File: src/rtl/uart_rx_pkg.sv
// Shared UART constants: bit timing, frame format and RX FSM encodings.
// The transmitter takes its bit period from the same default so both ends pair.
package uart_rx_pkg;

    localparam logic [11:0] C_BIT_CNT_DEF = 12'h364;
    localparam int          C_DATA_BITS   = 8;
    localparam int          C_STOP_BITS   = 1;

    typedef enum logic [3:0] {
        RX_IDLE  = 4'b0001,
        RX_START = 4'b0010,
        RX_DATA  = 4'b0100,
        RX_STOP  = 4'b1000
    } rx_state_e;

    // Mid-bit point, integer floor of half the terminal count
    function automatic logic [11:0] f_half_cnt(input logic [11:0] bit_cnt);
        return {1'b0, bit_cnt[11:1]};
    endfunction

    localparam logic [11:0] C_HALF_CNT_DEF = f_half_cnt(C_BIT_CNT_DEF);

endpackage

File: src/rtl/uart_rx_if.sv
// Receiver pin and byte-delivery bundle.
// slave: the receiver; master: the pin driver / byte consumer.
interface uart_rx_if;

    logic       UART_RXD;
    logic [7:0] UART_RX_DATA;
    logic       UART_RX_VALID;
    logic       UART_RX_FERR;
    logic       UART_RX_BUSY;

    modport slave (
        input  UART_RXD,
        output UART_RX_DATA,
        output UART_RX_VALID,
        output UART_RX_FERR,
        output UART_RX_BUSY
    );

    modport master (
        output UART_RXD,
        input  UART_RX_DATA,
        input  UART_RX_VALID,
        input  UART_RX_FERR,
        input  UART_RX_BUSY
    );

endinterface

File: src/rtl/uart_rx_sync.sv
// Two-flop synchronizer for the RXD pin plus falling-edge detect.
// All flops reset high so the line reads idle out of reset.
module uart_rx_sync
    import uart_rx_pkg::*;
(
    input  logic CLK_100M,
    input  logic IO_RESET,
    input  logic i_rxd,
    output logic o_rxd_s,
    output logic o_start_edge
);

    logic r_META;
    logic r_SYNC;
    logic r_PREV;

    always_ff @(posedge CLK_100M or posedge IO_RESET) begin
        if (IO_RESET) begin
            r_META <= 1'b1;
            r_SYNC <= 1'b1;
            r_PREV <= 1'b1;
        end else begin
            r_META <= i_rxd;
            r_SYNC <= r_META;
            r_PREV <= r_SYNC;
        end
    end

    assign o_rxd_s      = r_SYNC;
    assign o_start_edge = ~r_SYNC & r_PREV;

endmodule

File: src/rtl/uart_rx.sv
// 8N1 UART receiver, LSB first, mid-bit sampling.
// Emits a one-clock VALID per good byte or FERR per bad stop bit.
module uart_rx
    import uart_rx_pkg::*;
#(
    parameter logic [11:0] C_BIT_CNT = C_BIT_CNT_DEF
) (
    input  logic      CLK_100M,
    input  logic      IO_RESET,
    uart_rx_if.slave  io_uart
);

    localparam logic [11:0] C_HALF_CNT = f_half_cnt(C_BIT_CNT);
    localparam logic [2:0]  C_LAST_BIT = 3'(C_DATA_BITS - 1);

    rx_state_e   r_STATE;
    rx_state_e   w_NEXT;
    logic [11:0] r_RX_CNT;
    logic [2:0]  r_BIT_IDX;
    logic [7:0]  r_SHIFT;
    logic [7:0]  r_DATA;
    logic        r_VALID;
    logic        r_FERR;
    logic        r_BUSY;

    logic w_RXD_S;
    logic w_START_EDGE;
    logic w_HALF_HIT;
    logic w_BIT_HIT;
    logic w_SHIFT_EN;
    logic w_LOAD;
    logic w_FERR_SET;
    logic w_CNT_CLR;

    uart_rx_sync u_sync (
        .CLK_100M     (CLK_100M),
        .IO_RESET     (IO_RESET),
        .i_rxd        (io_uart.UART_RXD),
        .o_rxd_s      (w_RXD_S),
        .o_start_edge (w_START_EDGE)
    );

    assign w_HALF_HIT = (r_RX_CNT == C_HALF_CNT);
    assign w_BIT_HIT  = (r_RX_CNT == C_BIT_CNT);

    always_ff @(posedge CLK_100M or posedge IO_RESET) begin
        if (IO_RESET) r_STATE <= RX_IDLE;
        else          r_STATE <= w_NEXT;
    end

    always_comb begin
        w_NEXT     = r_STATE;
        w_SHIFT_EN = 1'b0;
        w_LOAD     = 1'b0;
        w_FERR_SET = 1'b0;
        unique case (r_STATE)
            RX_IDLE: begin
                if (w_START_EDGE) w_NEXT = RX_START;
            end
            RX_START: begin
                if (w_HALF_HIT) w_NEXT = w_RXD_S ? RX_IDLE : RX_DATA;
            end
            RX_DATA: begin
                if (w_BIT_HIT) begin
                    w_SHIFT_EN = 1'b1;
                    if (r_BIT_IDX == C_LAST_BIT) w_NEXT = RX_STOP;
                end
            end
            RX_STOP: begin
                // Leaving at mid-stop lets a back-to-back start edge be seen
                if (w_BIT_HIT) begin
                    w_NEXT     = RX_IDLE;
                    w_LOAD     = w_RXD_S;
                    w_FERR_SET = ~w_RXD_S;
                end
            end
            default: w_NEXT = RX_IDLE;
        endcase
    end

    // Each data sample restarts the bit period as well as each state change
    assign w_CNT_CLR = (w_NEXT != r_STATE) | w_SHIFT_EN;

    always_ff @(posedge CLK_100M or posedge IO_RESET) begin
        if (IO_RESET) begin
            r_RX_CNT  <= 12'd0;
            r_BIT_IDX <= 3'd0;
            r_SHIFT   <= 8'h00;
            r_DATA    <= 8'h00;
            r_VALID   <= 1'b0;
            r_FERR    <= 1'b0;
            r_BUSY    <= 1'b0;
        end else begin
            if (w_CNT_CLR)
                r_RX_CNT <= 12'd0;
            else if (r_STATE != RX_IDLE)
                r_RX_CNT <= r_RX_CNT + 12'd1;

            if (r_STATE != RX_DATA)
                r_BIT_IDX <= 3'd0;
            else if (w_SHIFT_EN)
                r_BIT_IDX <= r_BIT_IDX + 3'd1;

            if (w_SHIFT_EN) r_SHIFT <= {w_RXD_S, r_SHIFT[7:1]};
            if (w_LOAD)     r_DATA  <= r_SHIFT;

            r_VALID <= w_LOAD;
            r_FERR  <= w_FERR_SET;
            r_BUSY  <= (w_NEXT != RX_IDLE);
        end
    end

    assign io_uart.UART_RX_DATA  = r_DATA;
    assign io_uart.UART_RX_VALID = r_VALID;
    assign io_uart.UART_RX_FERR  = r_FERR;
    assign io_uart.UART_RX_BUSY  = r_BUSY;

endmodule

File: src/flat_wrapper.sv
// flat-port wrapper written by rule: the top's interface ports become plain ports
module uart_rx_flat import uart_rx_pkg::*;
#(
    parameter logic [11:0] C_BIT_CNT = C_BIT_CNT_DEF
)
  (CLK_100M, IO_RESET, io_uart_UART_RXD, io_uart_UART_RX_DATA, io_uart_UART_RX_VALID, io_uart_UART_RX_FERR, io_uart_UART_RX_BUSY);
  uart_rx_if io_uart_i ();
  input  logic CLK_100M;
  input  logic IO_RESET;
  input wire logic [$bits(io_uart_i.UART_RXD)-1:0] io_uart_UART_RXD;
  output wire logic [$bits(io_uart_i.UART_RX_DATA)-1:0] io_uart_UART_RX_DATA;
  output wire logic [$bits(io_uart_i.UART_RX_VALID)-1:0] io_uart_UART_RX_VALID;
  output wire logic [$bits(io_uart_i.UART_RX_FERR)-1:0] io_uart_UART_RX_FERR;
  output wire logic [$bits(io_uart_i.UART_RX_BUSY)-1:0] io_uart_UART_RX_BUSY;
  assign io_uart_i.UART_RXD = io_uart_UART_RXD;
  assign io_uart_UART_RX_DATA = io_uart_i.UART_RX_DATA;
  assign io_uart_UART_RX_VALID = io_uart_i.UART_RX_VALID;
  assign io_uart_UART_RX_FERR = io_uart_i.UART_RX_FERR;
  assign io_uart_UART_RX_BUSY = io_uart_i.UART_RX_BUSY;
  uart_rx #(.C_BIT_CNT(C_BIT_CNT)) u_core (.CLK_100M(CLK_100M), .IO_RESET(IO_RESET), .io_uart(io_uart_i));
endmodule
File: config.mk
export PLATFORM = sky130hd
export DESIGN_NAME = uart_rx_flat
export DESIGN_NICKNAME = d
export VERILOG_FILES = /design/src/rtl/uart_rx_pkg.sv /design/src/rtl/uart_rx_if.sv /design/src/rtl/uart_rx_sync.sv /design/src/rtl/uart_rx.sv /design/src/flat_wrapper.sv
export SDC_FILE = /design/constraint.sdc
export NUM_CORES = 1
export LEC_CHECK = 0
export BUFFER_PORTS_ARGS = -buffer_cell sky130_fd_sc_hd__buf_2
export CAP_MARGIN = 30
export CORE_MARGIN = 5
export CORE_UTILIZATION = 35
export CTS_CLUSTER_DIAMETER = 150
export DETAILED_ROUTE_END_ITERATION = 16
export SKIP_CTS_REPAIR_TIMING = 1
export SKIP_LAST_GASP = 1
export SYNTH_ARGS = -nofsm -noshare
export SYNTH_HDL_FRONTEND = slang
export SYNTH_SLANG_ARGS = --single-unit
File: constraint.sdc
create_clock -name CLK_100M -period 2.6 [get_ports CLK_100M]
set_input_delay 0.13 -clock CLK_100M [delete_from_list [all_inputs] [get_ports CLK_100M]]
set_output_delay 0.13 -clock CLK_100M [all_outputs]
set_load 0.005 [all_outputs]
==> flow_summary.json, run 1 <==
{
  "outcome": "finished, violations left",
  "violations": "hold timing",
  "p_clk_share_pct": 33.6,
  "grt_pass1_vias": 1187,
  "setup_viol": 0,
  "nets": 188,
  "boundaryPins": 14,
  "cp-start-kind": "flop",
  "grt_pass1_wl_mm": 5.51,
  "wl_per_cell_um": 12.7,
  "ys_top_cells_by_area": "dfrtp_1, mux2_2, dfstp_2",
  "synth_top_area_share_pct": 48.3,
  "fin_hold_ws_ps": -55.6,
  "rows": 27,
  "ys_seq_area_share_pct": 53.8,
  "cts_buffers": 5,
  "skew_ps": 10.2,
  "max_cap_violations": 0,
  "clock_latency_ps": 290,
  "hp-class": "in -> async",
  "fin_cells": 252,
  "viasPerCell": 4.75,
  "fp.dieArea_um2": 7060,
  "vias": 1197,
  "cts_tree": "built",
  "fin_setup_tns_ps": 0,
  "yosys_warnings": 0,
  "worst_setup_path_end_kind": "flop",
  "period_share_pct": 86.6,
  "yosysTopAreaCell": "dfrtp_1",
  "die_h_um": 84.0,
  "ys_types": 41,
  "synth_xor_area_share_pct": 5.48,
  "htree_num_levels": 2,
  "clock-sinks": 41,
  "drt_iter0_markers": 52,
  "grt_antenna_before_repair": 0,
  "dp_hpwl_mm": 2.26,
  "async_reset_ff_share_pct": 100,
  "p_int_mw": 0.885,
  "clockBufferDepth": 2,
  "syn_area_per_cell_um2": 11.9,
  "synth_fp_nets": 169,
  "synthSimpleGateAreaFrac_pct": 18.1,
  "area.growth.synth_to_final_pct": 12.4,
  "clk_root_buffer_cell": "clkbuf_8",
  "p_seq_share_pct": 57.7,
  "synth_edf_count": 0,
  "r2r_start": "u_core.r_RX_CNT[10]$_DFFE_PP0P_",
  "grt_overflow": 0,
  "slew_headroom_pct": 62.9,
  "first_pass_iters": 4,
  "power.share.combinational_pct": 8.8,
  "period_minus_slack_ps": 2250,
  "p_sw_mw": 0.288,
  "crit_fanout": 9,
  "dp.cells": 244,
  "ys_ff_latch": 41,
  "yosys_most_used_dff": "dfrtp_1",
  "gp_congestion": 0.785,
  "yosysMostFrequentCell": "dfrtp_1",
  "synth_cells": 161,
  "hold_viol_final": 37,
  "vdd_drop_max_mv": 0.160,
  "synth_compound_area_share_pct": 5.22,
  "cp.required_ps": 2780,
  "drc": 0,
  "ys_top_cells_by_count": "dfrtp_1, nor2_1, mux2_2",
  "grt_use_total_pct": 9.65,
  "grt_max_degree": 42,
  "synth.area.mux_share_pct": 11.0,
  "setup.worst_path.start": "u_core.r_RX_CNT[10]$_DFFE_PP0P_",
  "die_x_um": 84.0,
  "rsz0062_at_grt": "no",
  "worstMarginPinSlew_ps": 553,
  "slew_viol_final": 0,
  "r2r_setup_slack_ps": 350,
  "p_leak_nw": 1.04,
  "cp-endpoint": "u_core.io_uart.UART_RX_DATA[3]$_DFFE_PP0P_",
  "drive_gt1_share_pct": 28.3,
  "core-area_um2": 5410,
  "port_buffers": 13,
  "fmax_mhz": 444,
  "cp.arrival_ps": 2430,
  "p_per_area_nw_per_um2": 544,
  "ant_nets": 0,
  "yosys.area_share.adder_pct": 3.26,
  "diodes": 0,
  "p_sw_share_pct": 24.6,
  "wirelength_mm": 3.20,
  "crit_type": "reg -> reg",
  "clk_pin_slew_ps": 80,
  "synth_area_um2": 1920,
  "synth_top_family_by_area": "simple AND/OR/NAND/NOR gates",
  "start_util_pct": 35.5,
  "r2r_cells": 4,
  "r2r_end": "u_core.io_uart.UART_RX_DATA[3]$_DFFE_PP0P_"
}
[cells by family (layout without fill, tap and decap cells)]
group           Yosys count  count (layout)
compound gates           14              14
fa+ha+maj                 5               5
xor+xnor                 12              12
simple gates             58              58
mux                      19              19
buf+inv                  12              31
flops                    41              41
[layout make-up]
type | instances | area, um^2
fill | 535 | 3250
sequential | 41 | 1030
multi-input combinational | 108 | 826
timing repair buffer | 18 | 105
tap | 72 | 90.1
clock buffer | 6 | 72.6
inverter | 6 | 22.5
clock inverter | 1 | 8.76
[metrics by stage]
| stage | area, um^2 | total power, mW | hold WS (ps) | setup WS, ps | util, % |
|---|---|---|---|---|---|
| 4_1_cts | 2150 | 1.19 | -73.3 | 314 | 39.7 |
| 3_3_place_gp | 2060 | 0.792 | 235 | 376 | 38.2 |
| 3_5_place_dp | 2060 | 0.793 | 239 | 333 | 38.2 |
| 2_1_floorplan | 1920 | 0.765 | 134 | 472 | - |
| 6_report | 2160 | 1.17 | -55.6 | 349 | 39.9 |
| 5_1_grt | 2160 | 1.23 | 7.40 | 246 | 39.9 |
[worst max-delay path, stage by stage, from the launching register on]
cell,delay [ps]
dfrtp_1,410
or4b_4,590
nor3_4,310
and3_1,440
mux2_2,380
[worst min-delay path by stage]
stage / start / end / depth (start not counted) / slack, ps
4_1_cts: io_uart_UART_RXD / u_core.u_sync.r_META$_DFF_PP1_ / 1 / -70
6_report: IO_RESET / u_core.io_uart.UART_RX_DATA[3]$_DFFE_PP0P_ / 3 / -60
3_3_place_gp: io_uart_UART_RXD / u_core.u_sync.r_META$_DFF_PP1_ / 1 / 240
3_5_place_dp: io_uart_UART_RXD / u_core.u_sync.r_META$_DFF_PP1_ / 1 / 240
2_1_floorplan: io_uart_UART_RXD / u_core.u_sync.r_META$_DFF_PP1_ / 0 / 130
5_1_grt: IO_RESET / u_core.io_uart.UART_RX_DATA[3]$_DFFE_PP0P_ / 3 / 7
[power by group through the flow]
stage	combinational, mW	clock (mW)	sequential [mW]
final	0.103	0.394	0.676
after global routing	0.121	0.434	0.679
after CTS	0.105	0.412	0.676
after detailed placement	0.105	0	0.688
after global placement	0.103	0	0.689
after floorplan	0.0863	0	0.678
[sequential cells by signal, summed over array words and instances, names as in the netlist]
name / flops
u_core.io_uart.UART_RX_FERR: 1
u_core.r_SHIFT: 8
u_core.u_sync.o_rxd_s: 1
u_core.u_sync.r_PREV: 1
u_core.r_RX_CNT: 12
u_core.io_uart.UART_RX_BUSY: 1
u_core.io_uart.UART_RX_VALID: 1
u_core.u_sync.r_META: 1
u_core.r_BIT_IDX: 3
u_core.r_STATE: 4
u_core.io_uart.UART_RX_DATA: 8
[placed cells by master (no fill, tap or decap), types with 2 or more instances in the layout]
| cell | synthesis | layout |
|---|---|---|
| mux2i_1 | 3 | 3 |
| nor3_1 | 3 | 3 |
| mux2_2 | 16 | 16 |
| nand3_1 | 6 | 6 |
| ha_1 | 5 | 5 |
| nand4b_1 | 2 | 2 |
| nand2b_1 | 3 | 3 |
| a21oi_1 | 4 | 4 |
| nand2_1 | 6 | 6 |
| dfrtp_1 | 37 | 37 |
| xor2_1 | 6 | 6 |
| buf_4 | 0 | 4 |
| nor2_1 | 19 | 19 |
| nor2b_1 | 4 | 4 |
| inv_1 | 6 | 6 |
| xnor2_1 | 6 | 6 |
| and3_1 | 2 | 2 |
| clkbuf_8 | 0 | 5 |
| dfstp_2 | 4 | 4 |
| buf_2 | 0 | 13 |
| nand4_1 | 2 | 2 |
| o21ai_0 | 2 | 2 |
[per-layer routing]
metal	GRT usage (%)	part of all wire (%)	routed length, um
met5	0	0	0
met4	4.39	1.9	61
met3	2.67	2.5	81
met2	15.4	48	1540
met1	12.1	47	1520
Note: power is estimated with default switching activity, not from simulation.
==> inputs of run 2 (changes only) <==
- REMOVE_ABC_BUFFERS: default -> 1
==> run 2 against run 1 <==
The flow now finishes without violations. Setup slack got worse by 39 ps. Global-route usage is 0.30 points higher. Non-clock buffer count up 2. Clock power up 32%. Clock skew fell by 3.1 ps. Via count shrank 0.67%.
==> flow_summary.json, run 2 (synthesis gave the netlist of run 1 again) <==
{
  "cp.arrival_ps": 2480,
  "cts_buffers": 5,
  "layout_commonest_cell": "dfrtp_1",
  "gp_congestion": 0.765,
  "area.growth.synth_to_final_pct": 15.1,
  "port_buffers": 13,
  "outcome": "complete, no violations",
  "die_h_um": 84.0,
  "hp-class": "reg -> reg",
  "slew_headroom_pct": 61.9,
  "boundaryPins": 14,
  "grt_pass1_vias": 1224,
  "regArea_um2": 1030,
  "grt_use_total_pct": 9.94,
  "drc": 0,
  "first_pass_iters": 4,
  "setup_viol": 0,
  "start_util_pct": 35.5,
  "drt_iter0_markers": 72,
  "p_per_area_nw_per_um2": 592,
  "rsz0062_at_grt": "no",
  "grt_pass1_wl_mm": 5.69,
  "skew_ps": 7.07,
  "final_cell_mix": "dfrtp_1, nor2_1, mux2_2",
  "wl_per_cell_um": 12.6,
  "grt_max_degree": 42,
  "clk_root_buffer_cell": "clkbuf_8",
  "largest_reg_flops": 12,
  "period_minus_slack_ps": 2290,
  "grt_overflow": 0,
  "fmax_mhz": 437,
  "drive_gt1_share_pct": 29.5,
  "vias": 1189,
  "rows": 27,
  "die_x_um": 84.0,
  "diodes": 0,
  "final_util_pct": 40.8,
  "clock-sinks": 41,
  "period_share_pct": 88.1,
  "r2r_cells": 6,
  "nets": 190,
  "hold_viol_final": 0,
  "dp_hpwl_mm": 2.23,
  "grt_antenna_before_repair": 0,
  "place_area_um2": 2070,
  "cp-start-kind": "flop",
  "viasPerCell": 4.66,
  "fin_hold_ws_ps": 361,
  "crit_type": "reg -> reg",
  "worst_setup_path_end_kind": "flop",
  "slew_viol_final": 0,
  "multi_input_area_um2": 826,
  "p_leak_nw": 1.06,
  "top_register": "u_core.r_RX_CNT",
  "fp.dieArea_um2": 7060,
  "fin_setup_tns_ps": 0,
  "htree_num_levels": 2,
  "max_cap_violations": 0,
  "clockBufferDepth": 2,
  "core-area_um2": 5410,
  "cts_tree": "built",
  "fin_area_um2": 2210,
  "cp.required_ps": 2790,
  "vdd_drop_max_mv": 0.305,
  "min_path_cells": 0,
  "worstMarginPinSlew_ps": 568,
  "crit_fanout": 8,
  "ant_nets": 0,
  "clk_pin_slew_ps": 80,
  "clock_latency_ps": 300,
  "wirelength_mm": 3.21,
  "fill_cells": 540
}
[run 2: area by class of cell]
type | count | share of cell area, %
Clock buffer | 5 | 3.12
Clock inverter | 3 | 2.10
Inverter | 6 | 1.02
Multi-Input combinational cell | 108 | 37.4
Sequential cell | 41 | 46.7
Tap cell | 72 | 4.08
Timing Repair Buffer | 20 | 5.56
[run 2: worst paths after layout]
kind,start,to,slack (ps)
setup reg to reg,u_core.r_RX_CNT[10]$_DFFE_PP0P_,u_core.r_RX_CNT[0]$_DFFE_PP0P_,310
hold / removal,u_core.u_sync.r_META$_DFF_PP1_,u_core.u_sync.o_rxd_s$_DFF_PP1_,360
setup / recovery,u_core.r_RX_CNT[10]$_DFFE_PP0P_,u_core.r_RX_CNT[0]$_DFFE_PP0P_,310
hold reg to reg,u_core.u_sync.r_META$_DFF_PP1_,u_core.u_sync.o_rxd_s$_DFF_PP1_,360
min in group asynchronous,IO_RESET,u_core.io_uart.UART_RX_DATA[0]$_DFFE_PP0P_,490
max in group asynchronous,IO_RESET,u_core.r_STATE[0]$_DFF_PP1_,1730
[run 2: critical path, stage by stage, from the launching register on]
cell,delay [ps]
dfrtp_1,410
or4b_4,590
nor4_2,420
a41oi_1,180
o221ai_2,300
buf_4,230
nor2_1,60
[run 2: per-layer routing]
metal	track usage [%]	vias up	part of all wire [%]
li1	-	598	-
met1	12.8	570	51
met2	15.1	14	43
met3	3.06	7	4.1
met4	4.82	0	1.9
met5	0	-	0
[run 2: where the power goes]
part	total [mW]	switching [mW]	internal (mW)	leakage, nW
Sequential	0.671	0.0153	0.656	0.557
Combinational	0.113	0.0670	0.0456	0.451
Clock	0.522	0.234	0.287	0.0543
Total	1.31	0.317	0.989	1.06
[run 2: metrics by stage]
stage / instances / power (mW) / worst slack [ps]
floorplan: 155 / 0.756 / 391
global placement: 245 / 0.795 / 328
detailed placement: 245 / 0.797 / 297
CTS: 253 / 1.33 / 284
global route: 255 / 1.37 / 225
finish: 255 / 1.31 / 311
